$ cat src/rtl/sar_search_pkg.sv
`default_nettype none
// ============================================================================
//  Module      : sar_search_pkg
//  Description : Shared types and helpers for the successive-approximation
//                search engine. Holds the engine state encoding and the
//                trial-word update used on every SEARCH cycle.
//  Revision    : 1.0  initial release
// ============================================================================
package sar_search_pkg;

    // Widest search the trial helper supports; the engine slices down to
    // its own WIDTH.
    localparam int SAR_MAX_W = 32;
    localparam int SAR_POS_W = 5;

    typedef enum logic [1:0] {
        IDLE   = 2'd0,
        SEARCH = 2'd1,
        DONE   = 2'd2
    } sar_state_t;

    // Next trial word: resolve the bit under test (clear it when the hidden
    // value is below the trial), then raise the next lower bit as the new
    // guess. At position 0 there is no lower bit, so only the resolve step
    // applies and the result is the final answer.
    function automatic logic [SAR_MAX_W-1:0] sar_next_trial(
        input logic [SAR_MAX_W-1:0] trial,
        input logic [SAR_POS_W-1:0] pos,
        input logic                 clr
    );
        logic [SAR_MAX_W-1:0] nxt;
        nxt = trial;
        if (clr) begin
            nxt[pos] = 1'b0;
        end
        if (pos != '0) begin
            nxt[pos - SAR_POS_W'(1)] = 1'b1;
        end
        return nxt;
    endfunction

endpackage : sar_search_pkg
`default_nettype wire

$ cat src/rtl/sar_search.sv
`default_nettype none
// ============================================================================
//  Module      : sar_search
//  Description : Successive-approximation search engine. Drives the trial
//                reference rfr MSB-first into an external magnitude
//                comparator, consumes its grt/lst verdicts and converges on
//                the comparator's hidden val.
//
//  Ports       : clk      - clock
//                rst_n    - synchronous active-low reset
//                str_vld  - start request        str_rdy - engine idle
//                rfr      - trial reference to the comparator
//                grt/lst  - comparator verdicts (val > rfr / val < rfr)
//                res_vld  - result valid         res_rdy - result accepted
//                res      - search result
//                err      - grt and lst seen high together this search
//
//  Options     : SAR_SEARCH_EARLY_EXIT_EN - when defined, an equal verdict
//                (grt=0, lst=0) finishes the search at once with the current
//                trial as the result.
//
//  Revision    : 1.0  initial release
// ============================================================================
module sar_search
    import sar_search_pkg::*;
#(
    parameter int WIDTH = 4
) (
    input  logic             clk,
    input  logic             rst_n,
    input  logic             str_vld,
    output logic             str_rdy,
    output logic [WIDTH-1:0] rfr,
    input  logic             grt,
    input  logic             lst,
    output logic             res_vld,
    input  logic             res_rdy,
    output logic [WIDTH-1:0] res,
    output logic             err
);

    localparam int CNT_W = (WIDTH > 1) ? $clog2(WIDTH) : 1;
    localparam logic [WIDTH-1:0] c_FIRST_TRIAL = WIDTH'(1) << (WIDTH - 1);
    localparam logic [CNT_W-1:0] c_TOP_POS     = CNT_W'(WIDTH - 1);

    sar_state_t        r_state;
    logic [CNT_W-1:0]  r_cnt;
    logic [WIDTH-1:0]  r_rfr;
    logic [WIDTH-1:0]  r_res;
    logic              r_res_vld;
    logic              r_str_rdy;
    logic              r_err;

    logic [SAR_MAX_W-1:0] w_next_full;
    logic [WIDTH-1:0]     w_next;
    logic                 w_unused;

    // A simultaneous grt/lst is resolved as "below", so lst alone decides.
    assign w_next_full = sar_next_trial(SAR_MAX_W'(r_rfr), SAR_POS_W'(r_cnt), lst);
    assign w_next      = w_next_full[WIDTH-1:0];
    assign w_unused    = &{1'b0, w_next_full};

    always_ff @(posedge clk) begin
        if (!rst_n) begin
            r_state   <= IDLE;
            r_cnt     <= '0;
            r_rfr     <= '0;
            r_res     <= '0;
            r_res_vld <= 1'b0;
            r_str_rdy <= 1'b1;
            r_err     <= 1'b0;
        end else begin
            case (r_state)
                IDLE: begin
                    if (str_vld) begin
                        r_rfr     <= c_FIRST_TRIAL;
                        r_cnt     <= c_TOP_POS;
                        r_err     <= 1'b0;
                        r_str_rdy <= 1'b0;
                        r_state   <= SEARCH;
                    end
                end

                SEARCH: begin
                    if (grt && lst) begin
                        r_err <= 1'b1;
                    end
`ifdef SAR_SEARCH_EARLY_EXIT_EN
                    if (!grt && !lst) begin
                        r_res     <= r_rfr;
                        r_res_vld <= 1'b1;
                        r_state   <= DONE;
                    end else
`endif
                    if (r_cnt == '0) begin
                        // rfr is left on the last trial; only res carries
                        // the resolved LSB.
                        r_res     <= w_next;
                        r_res_vld <= 1'b1;
                        r_state   <= DONE;
                    end else begin
                        r_rfr <= w_next;
                        r_cnt <= r_cnt - CNT_W'(1);
                    end
                end

                DONE: begin
                    if (res_rdy) begin
                        r_res_vld <= 1'b0;
                        r_str_rdy <= 1'b1;
                        r_state   <= IDLE;
                    end
                end

                default: begin
                    r_state   <= IDLE;
                    r_res_vld <= 1'b0;
                    r_str_rdy <= 1'b1;
                end
            endcase
        end
    end

    assign str_rdy = r_str_rdy;
    assign rfr     = r_rfr;
    assign res     = r_res;
    assign res_vld = r_res_vld;
    assign err     = r_err;

endmodule : sar_search
`default_nettype wire
$ cat config.mk
export PLATFORM = sky130hd
export DESIGN_NAME = sar_search
export DESIGN_NICKNAME = d
export VERILOG_FILES = /design/src/rtl/sar_search_pkg.sv /design/src/rtl/sar_search.sv
export SDC_FILE = /design/constraint.sdc
export NUM_CORES = 1
export LEC_CHECK = 0
export ABC_AREA = 0
export ABC_CLOCK_PERIOD_IN_PS = 3600
export BUFFER_PORTS_ARGS = -buffer_cell sky130_fd_sc_hd__buf_4
export CORE_MARGIN = 2
export CORE_UTILIZATION = 50
export CTS_BUF_LIST = sky130_fd_sc_hd__clkbuf_16
export CTS_CLUSTER_SIZE = 28
export DETAILED_ROUTE_END_ITERATION = 12
export GPL_TIMING_DRIVEN = 0
export PLACE_DENSITY = 0.85
export REMOVE_ABC_BUFFERS = 1
export SYNTH_ARGS = -nofsm -noshare
export SYNTH_HDL_FRONTEND = slang
export SYNTH_SLANG_ARGS = --single-unit
$ cat constraint.sdc
create_clock -name clk -period 3.6 [get_ports clk]
set_input_delay 0.72 -clock clk [delete_from_list [all_inputs] [get_ports clk]]
set_output_delay 0.72 -clock clk [all_outputs]
set_load 0.02 [all_outputs]
==> results of run 1 <==
-- placed cells by master (no fill, tap or decap) --
cell,synthesis,layout
clkbuf_16,0,3
nand2b_1,3,3
clkinv_1,1,1
nand2_1,6,6
a22oi_1,2,2
inv_1,5,6
nor2b_1,1,1
a21oi_1,8,8
nand3_1,3,3
and2_1,1,1
a2bb2oi_1,2,2
a31oi_1,1,1
o21ai_0,2,2
dfxtp_1,15,15
a211oi_2,1,1
o32ai_1,1,1
o21ai_1,3,3
buf_4,1,16
nand2b_4,1,1
nor2_1,7,7
a221oi_2,1,1
ha_1,5,5
a211oi_1,1,1
nor3b_4,1,1
mux2_2,1,1
a21o_1,1,1
nor3_1,2,2
and3b_1,1,1
a221oi_1,4,4
-- final cells by class --
type                    count  area share (%)
clock inverters             1           0.394
multi-input cells          59            43.1
well taps                  16            2.10
inverters                   6            2.37
repair buffers             16            12.6
clock buffers               3            7.88
flip-flops and latches     15            31.5
-- final timing paths --
| kind | end | slack, ns | from | cells after the start |
|---|---|---|---|---|
| worst max-delay path | r_cnt[1] | 1.72 | r_cnt[0] | 5 |
| worst min-delay path | res[2] | 0.47 | res[2] | 2 |
| worst max register to register | r_cnt[1] | 1.72 | r_cnt[0] | 5 |
| worst min register to register | res[2] | 0.47 | res[2] | 2 |
-- kinds of logic (layout without fill, tap and decap cells) --
| group | count (synthesis) | count (layout) | share of synthesized area [%] |
|---|---|---|---|
| AOI/OAI and AO/OA | 27 | 27 | 25.0 |
| buffers and inverters | 10 | 26 | 6.73 |
| adders and majority gates | 5 | 5 | 8.21 |
| and+or+nand+nor | 26 | 26 | 19.2 |
| DFF | 15 | 15 | 39.4 |
| muxes | 1 | 1 | 1.48 |
-- metrics by stage --
stage          hold WS [ns]  cells  cell area [um2]  worst slack, ns  util [%]
6_report              0.468    116              952             1.72      64.7
5_1_grt               0.485    116              952             1.60      64.7
4_1_cts               0.470    116              952             1.78      64.7
3_5_place_dp          0.459    112              873             1.81      59.4
3_3_place_gp          0.459    112              873             1.84      59.4
2_1_floorplan         0.537     80              733             2.02         -
-- flip-flops by register name (all words and copies together), names as in the netlist --
signal,flops
res_vld,1
r_state,2
r_cnt,2
rfr,4
res,4
str_rdy,1
err,1
-- power by group --
group | internal, mW | total (mW) | leakage (nW) | switching, mW
sequential | 0.181 | 0.199 | 0.123 | 0.0186
combinational | 0.0504 | 0.110 | 0.241 | 0.0598
clock | 0.147 | 0.212 | 0.0423 | 0.0655
total | 0.378 | 0.522 | 0.407 | 0.144
-- routing by layer --
layer	global-route usage, %	routed length (um)
met1	26.6	740
met4	12.7	29
met2	30.3	773
met3	1.28	94
met5	0	0
-- critical path, delay by kind of cell, from the launching register on --
kind            cells  cell delay [ns]
compound gates      2             0.54
fa+ha+maj           1             0.35
buf+inv             1             0.17
flops               1             0.48
simple gates        1             0.25
==> summary.txt, run 1 <==
STA
  – Rel. slew slack: a little over two thirds
  – Worst slew pin tran: around 0.46 ns
  – Clock skew: about 0.00057 ns
  – Final setup fails: 0
  – Setup TNS: 0 ns
  – Slew Limit Fails: 0
  – Crit path time final: 1.88 ns
  – Final Hold Fails: 0
  – Period utilisation layout: ~52%
  – Fmax: 0.531 GHz
  – RSZ-0062 raised after global routing: false

Critical path
  – CP arrival: a little over 2 ns
  – Critical-path top delay cell: dfxtp_1
  – Setup CP Type: register to register
  – Crit path cell chain: inv_1, ha_1, nand2b_1, a21o_1, a221oi_1
  – Crit path launch type: register
  – CP max stage delay: between 0.4 and 0.5 ns
  – CP Data Required Time: 3.74 ns
  – CP Capture Type: register
  – CP max FO: 8

Place
  – Gpl congestion: 0.846
  – Detail Placement HPWL: 1060 um
  – I/O Buffers: 16

Final layout
  – Register Area: 300 um2
  – N_diodes: 0
  – Layout area overhead: 25.0%
  – Fill cell count: roughly 120
  – Multi-input logic area: a little over 400 um2
  – Ratio of cells with drive above 1 in the final layout: approximately a quarter
  – Nets: ~110

Synth
  – Asr flop ratio synth: 0%
  – Area leader, netlist: dfxtp_1
  – Mean Syn Cell Area: approximately 9.1 um2
  – Cells after Synth: 84
  – Most frequent cell after synthesis: dfxtp_1
  – #FFs+latches synth: 15
  – Most frequent cells after synthesis: 15 x dfxtp_1, 8 x a21oi_1, 7 x nor2_1, 6 x nand2_1
  – Synth warn: 0
  – Top-area cell type share of the netlist area: 39.4%
  – Most used DFF post-synth: dfxtp_1
  – Sequential-to-total area share from yosys stat: about two fifths
  – Yosys cell types: 30
  – Top cells by area, synth: dfxtp_1 39%, ha_1 8.2%, a21oi_1 5.3%
  – EDFF count, synth: 0
  – Cell area after synthesis: ~760 um2

GRT
  – GR Util All Layers: 19.8%
  – Vias in the first global route: just over 600
  – First-pass GRT wire length: between 2000 and 3000 um
  – Initial antenna violation count: 0
  – Largest net degree at the start of global routing: 13
  – Gr ovfl total: 0

CTS
  – CTS Hold Buffers Added: 0
  – Clock insertion delay at the later pin of the skew report: around 0.24 ns
  – CTS Root Buffer Type: clkbuf_16
  – Resized cells post-CTS: 0
  – Clock buffer depth: 2
  – Clock H-tree levels: 1
  – Total CTS buffers: 3
  – Clock edge transition at the registers on the reported setup and hold paths: roughly 0.050 ns
  – Postcts setup bufs: 0
  – CTS tree: built
  – Clock tree sinks: 15

Route
  – Drt total wl: about 1600 um
  – Wirelength per Cell: around 14 um
  – First-pass iteration count of the detailed router: 4
  – Total number of vias: about 660
  – Via density: ~5.7
  – Detail Route Antenna Nets: 0
  – DRC violations left: 0
  – Starting DRT DRC Count: 11

Die
  – Chip width: approximately 43 um
  – Core area: 0.00147 mm2
  – Effective utilization at floorplan: 51.8%
  – Rows: 14
  – Die Height: between 40 and 50 um
  – # IOs: 17
  – Die area: ~0.0019 mm2

Run
  – Max cap viols: 0

Power and ir drop
  – Pleak: 0.407 nW
  – Max VDD drop: approximately 0.36 mV
  – Total Power: 0.522 mW
  – Pwr/cell area: ~550 mW/mm2

Status
  – Status: finished clean

Worst hold path
  – Tightest Hold Check Type: register to register
No activity file was read; power rests on OpenSTA's default activity.
==> run 2: changes to the inputs <==
- ABC_CLOCK_PERIOD_IN_PS: 3600 -> 1600
- CORE_UTILIZATION: 50 -> 46
- PLACE_DENSITY: 0.85 -> 0.82
- clock period: 3.6 -> 1.6 ns (I/O delays scaled with it)
==> summary.txt, run 2 (synthesis results as in run 1) <==
Route
  – Via density: 5.87 (+2.7%)
  – First-pass iteration count of the detailed router: 4 (unchanged)
  – Detail Route Antenna Nets: 0 (unchanged)
  – Total number of vias: 681 (+2.7%)
  – DRC violations left: 0 (unchanged)
  – Wirelength per Cell: 15.8 um (+12%)
  – Starting DRT DRC Count: 16 (+5)
  – Drt total wl: 1830 um (+12%)

Critical path
  – CP max FO: 8 (unchanged)
  – Critical-path top delay cell: dfxtp_4
  – Worst Path Buf+Inv: 1 (unchanged)
  – Worst reg2reg path depth: 5 (unchanged)
  – Worst path depth: 5 (unchanged)
  – Crit path cell chain: inv_1, ha_4, nand2b_1, a221oi_1, o21ai_1
  – CP Data Required Time: 1.72 ns (-2.02 ns)
  – Setup CP Type: register to register
  – Delay-heaviest family, CP: compound AO/OA/AOI/OAI gates
  – Crit path launch type: register
  – CP max stage delay: 0.39 ns (-0.09 ns)
  – CP arrival: 1.65 ns (-0.37 ns)
  – CP Capture Type: register

STA
  – Final setup fails: 0 (unchanged)
  – Worst slew pin tran: 0.439 ns (-0.0185 ns)
  – Clock skew: 0.00474 ns (+0.00416 ns)
  – Final Hold Fails: 0 (unchanged)
  – Rel. slew slack: 70.7% (+1.2 points)
  – RSZ-0062 raised after global routing: false
  – Period utilisation layout: 95.5% (+43 points)
  – Setup TNS: 0 ns (unchanged)
  – Fmax: 0.655 GHz (+23%)
  – Crit path time final: 1.53 ns (-0.354 ns)
  – Hold_ws: 0.321 ns (-0.147 ns)
  – Slew Limit Fails: 0 (unchanged)

Die
  – # IOs: 17 (unchanged)
  – Die Height: 44.7 um (+3.9%)
  – Effective utilization at floorplan: 50.0% (-1.8 points)
  – Chip width: 44.7 um (+3.9%)
  – Rows: 14 (unchanged)
  – Core area: 0.00152 mm2 (+3.6%)
  – Die area: 0.00200 mm2 (+7.9%)

Power and ir drop
  – Pwr/cell area: 1230 mW/mm2 (+120%)
  – Total Power: 1.21 mW (+130%)
  – Switch Pwr: 0.343 mW (+140%)
  – Clk pwr share: 39.7% (-1.0 points)
  – Pleak: 0.410 nW (+0.91%)
  – Net Sw Frac: 28.3% (+0.77 points)
  – Logic gate share of total power: 23.0% (+1.9 points)
  – Int Pwr: 0.868 mW (+130%)
  – Max VDD drop: 0.602 mV (+69%)
  – Sequential power share: 37.4% (-0.8 points)

CTS
  – CTS tree: built
  – CTS Hold Buffers Added: 0 (unchanged)
  – Clock edge transition at the registers on the reported setup and hold paths: 0.05 ns (about the same)
  – Total CTS buffers: 3 (unchanged)
  – Postcts setup bufs: 0 (unchanged)
  – CTS Root Buffer Type: clkbuf_16
  – Clock tree sinks: 15 (unchanged)
  – Clock buffer depth: 2 (unchanged)
  – Clock insertion delay at the later pin of the skew report: 0.25 ns (about the same)
  – Clock H-tree levels: 1 (unchanged)

GRT
  – Vias in the first global route: 659 (+7.9%)
  – Largest net degree at the start of global routing: 13 (unchanged)
  – GR Util All Layers: 21.2% (+1.4 points)
  – First-pass GRT wire length: 3020 um (+11%)
  – Gr ovfl total: 0 (unchanged)
  – Initial antenna violation count: 0 (unchanged)

Place
  – I/O Buffers: 16 (unchanged)
  – Placed inst area: 873 um2 (unchanged)
  – Gpl congestion: 0.831 (-1.9%)
  – Detail Placement HPWL: 1090 um (+2.5%)
  – Placed cells: 112 (unchanged)

Final layout
  – Nets: 112 (unchanged)
  – Final instance area: 986 um2 (+3.5%)
  – Most frequent cells in the layout: 16 x buf_4, 13 x dfxtp_1, 8 x a21oi_1
  – Most common cell after layout, fill and taps aside: buf_4
  – N_diodes: 0 (unchanged)
  – Layout area overhead: 29.4%
  – Finished Layout Cells: 116 (unchanged)
  – Ratio of cells with drive above 1 in the final layout: 31.0% (+7.0 points)

Worst hold path
  – Tightest Hold Check Type: input pin to register
  – Hold Path Stages: 2 (unchanged)

Status
  – Status: finished clean

Run
  – Max cap viols: 0 (unchanged)
==> run 2: worst paths after layout <==
check        startpoint       to  slack (ns)
max            r_cnt[1]   rfr[0]        0.07
min               rst_n  str_rdy        0.32
min reg2reg      res[2]   res[2]        0.48
max reg2reg    r_cnt[1]   rfr[0]        0.07
==> run 2: cell type report <==
type / instances / area (um2)
timing repair buffer: 16 / 120
sequential: 15 / 308
tap: 16 / 20.0
inverter: 6 / 22.5
clock inverter: 1 / 3.75
multi-input combinational: 59 / 437
fill: 114 / 538
clock buffer: 3 / 75.1
==> run 2: repair_timing <==
action                     4_1_cts  5_1_grt
hold endpoints to repair         0        0
setup endpoints to repair       11        3
pin swaps                        0        1
resized for setup                6        4
==> run 2: layer usage <==
layer	part of all wire (%)	vias up	GRT usage [%]
met5	0	-	0
met4	1.6	0	10.9
met3	3.1	5	3.60
met2	50	17	34.2
met1	46	320	27.0
li1	-	339	-
==> run 2: power by group through the flow <==
| stage | sequential, mW | combinational [mW] | clock (mW) |
|---|---|---|---|
| 4_1_cts | 0.451 | 0.263 | 0.482 |
| 6_report | 0.452 | 0.278 | 0.481 |
| 5_1_grt | 0.457 | 0.300 | 0.501 |
| 2_1_floorplan | 0.471 | 0.146 | 0 |
| 3_3_place_gp | 0.452 | 0.237 | 0 |
| 3_5_place_dp | 0.454 | 0.241 | 0 |
==> run 2: stage by stage <==
stage / setup slack, ns / util (%)
after floorplan: 0.0249 / -
after global placement: -0.150 / 57.3
after detailed placement: -0.176 / 57.3
after CTS: 0.0451 / 63.5
after global routing: 0.0164 / 64.7
final: 0.0721 / 64.7
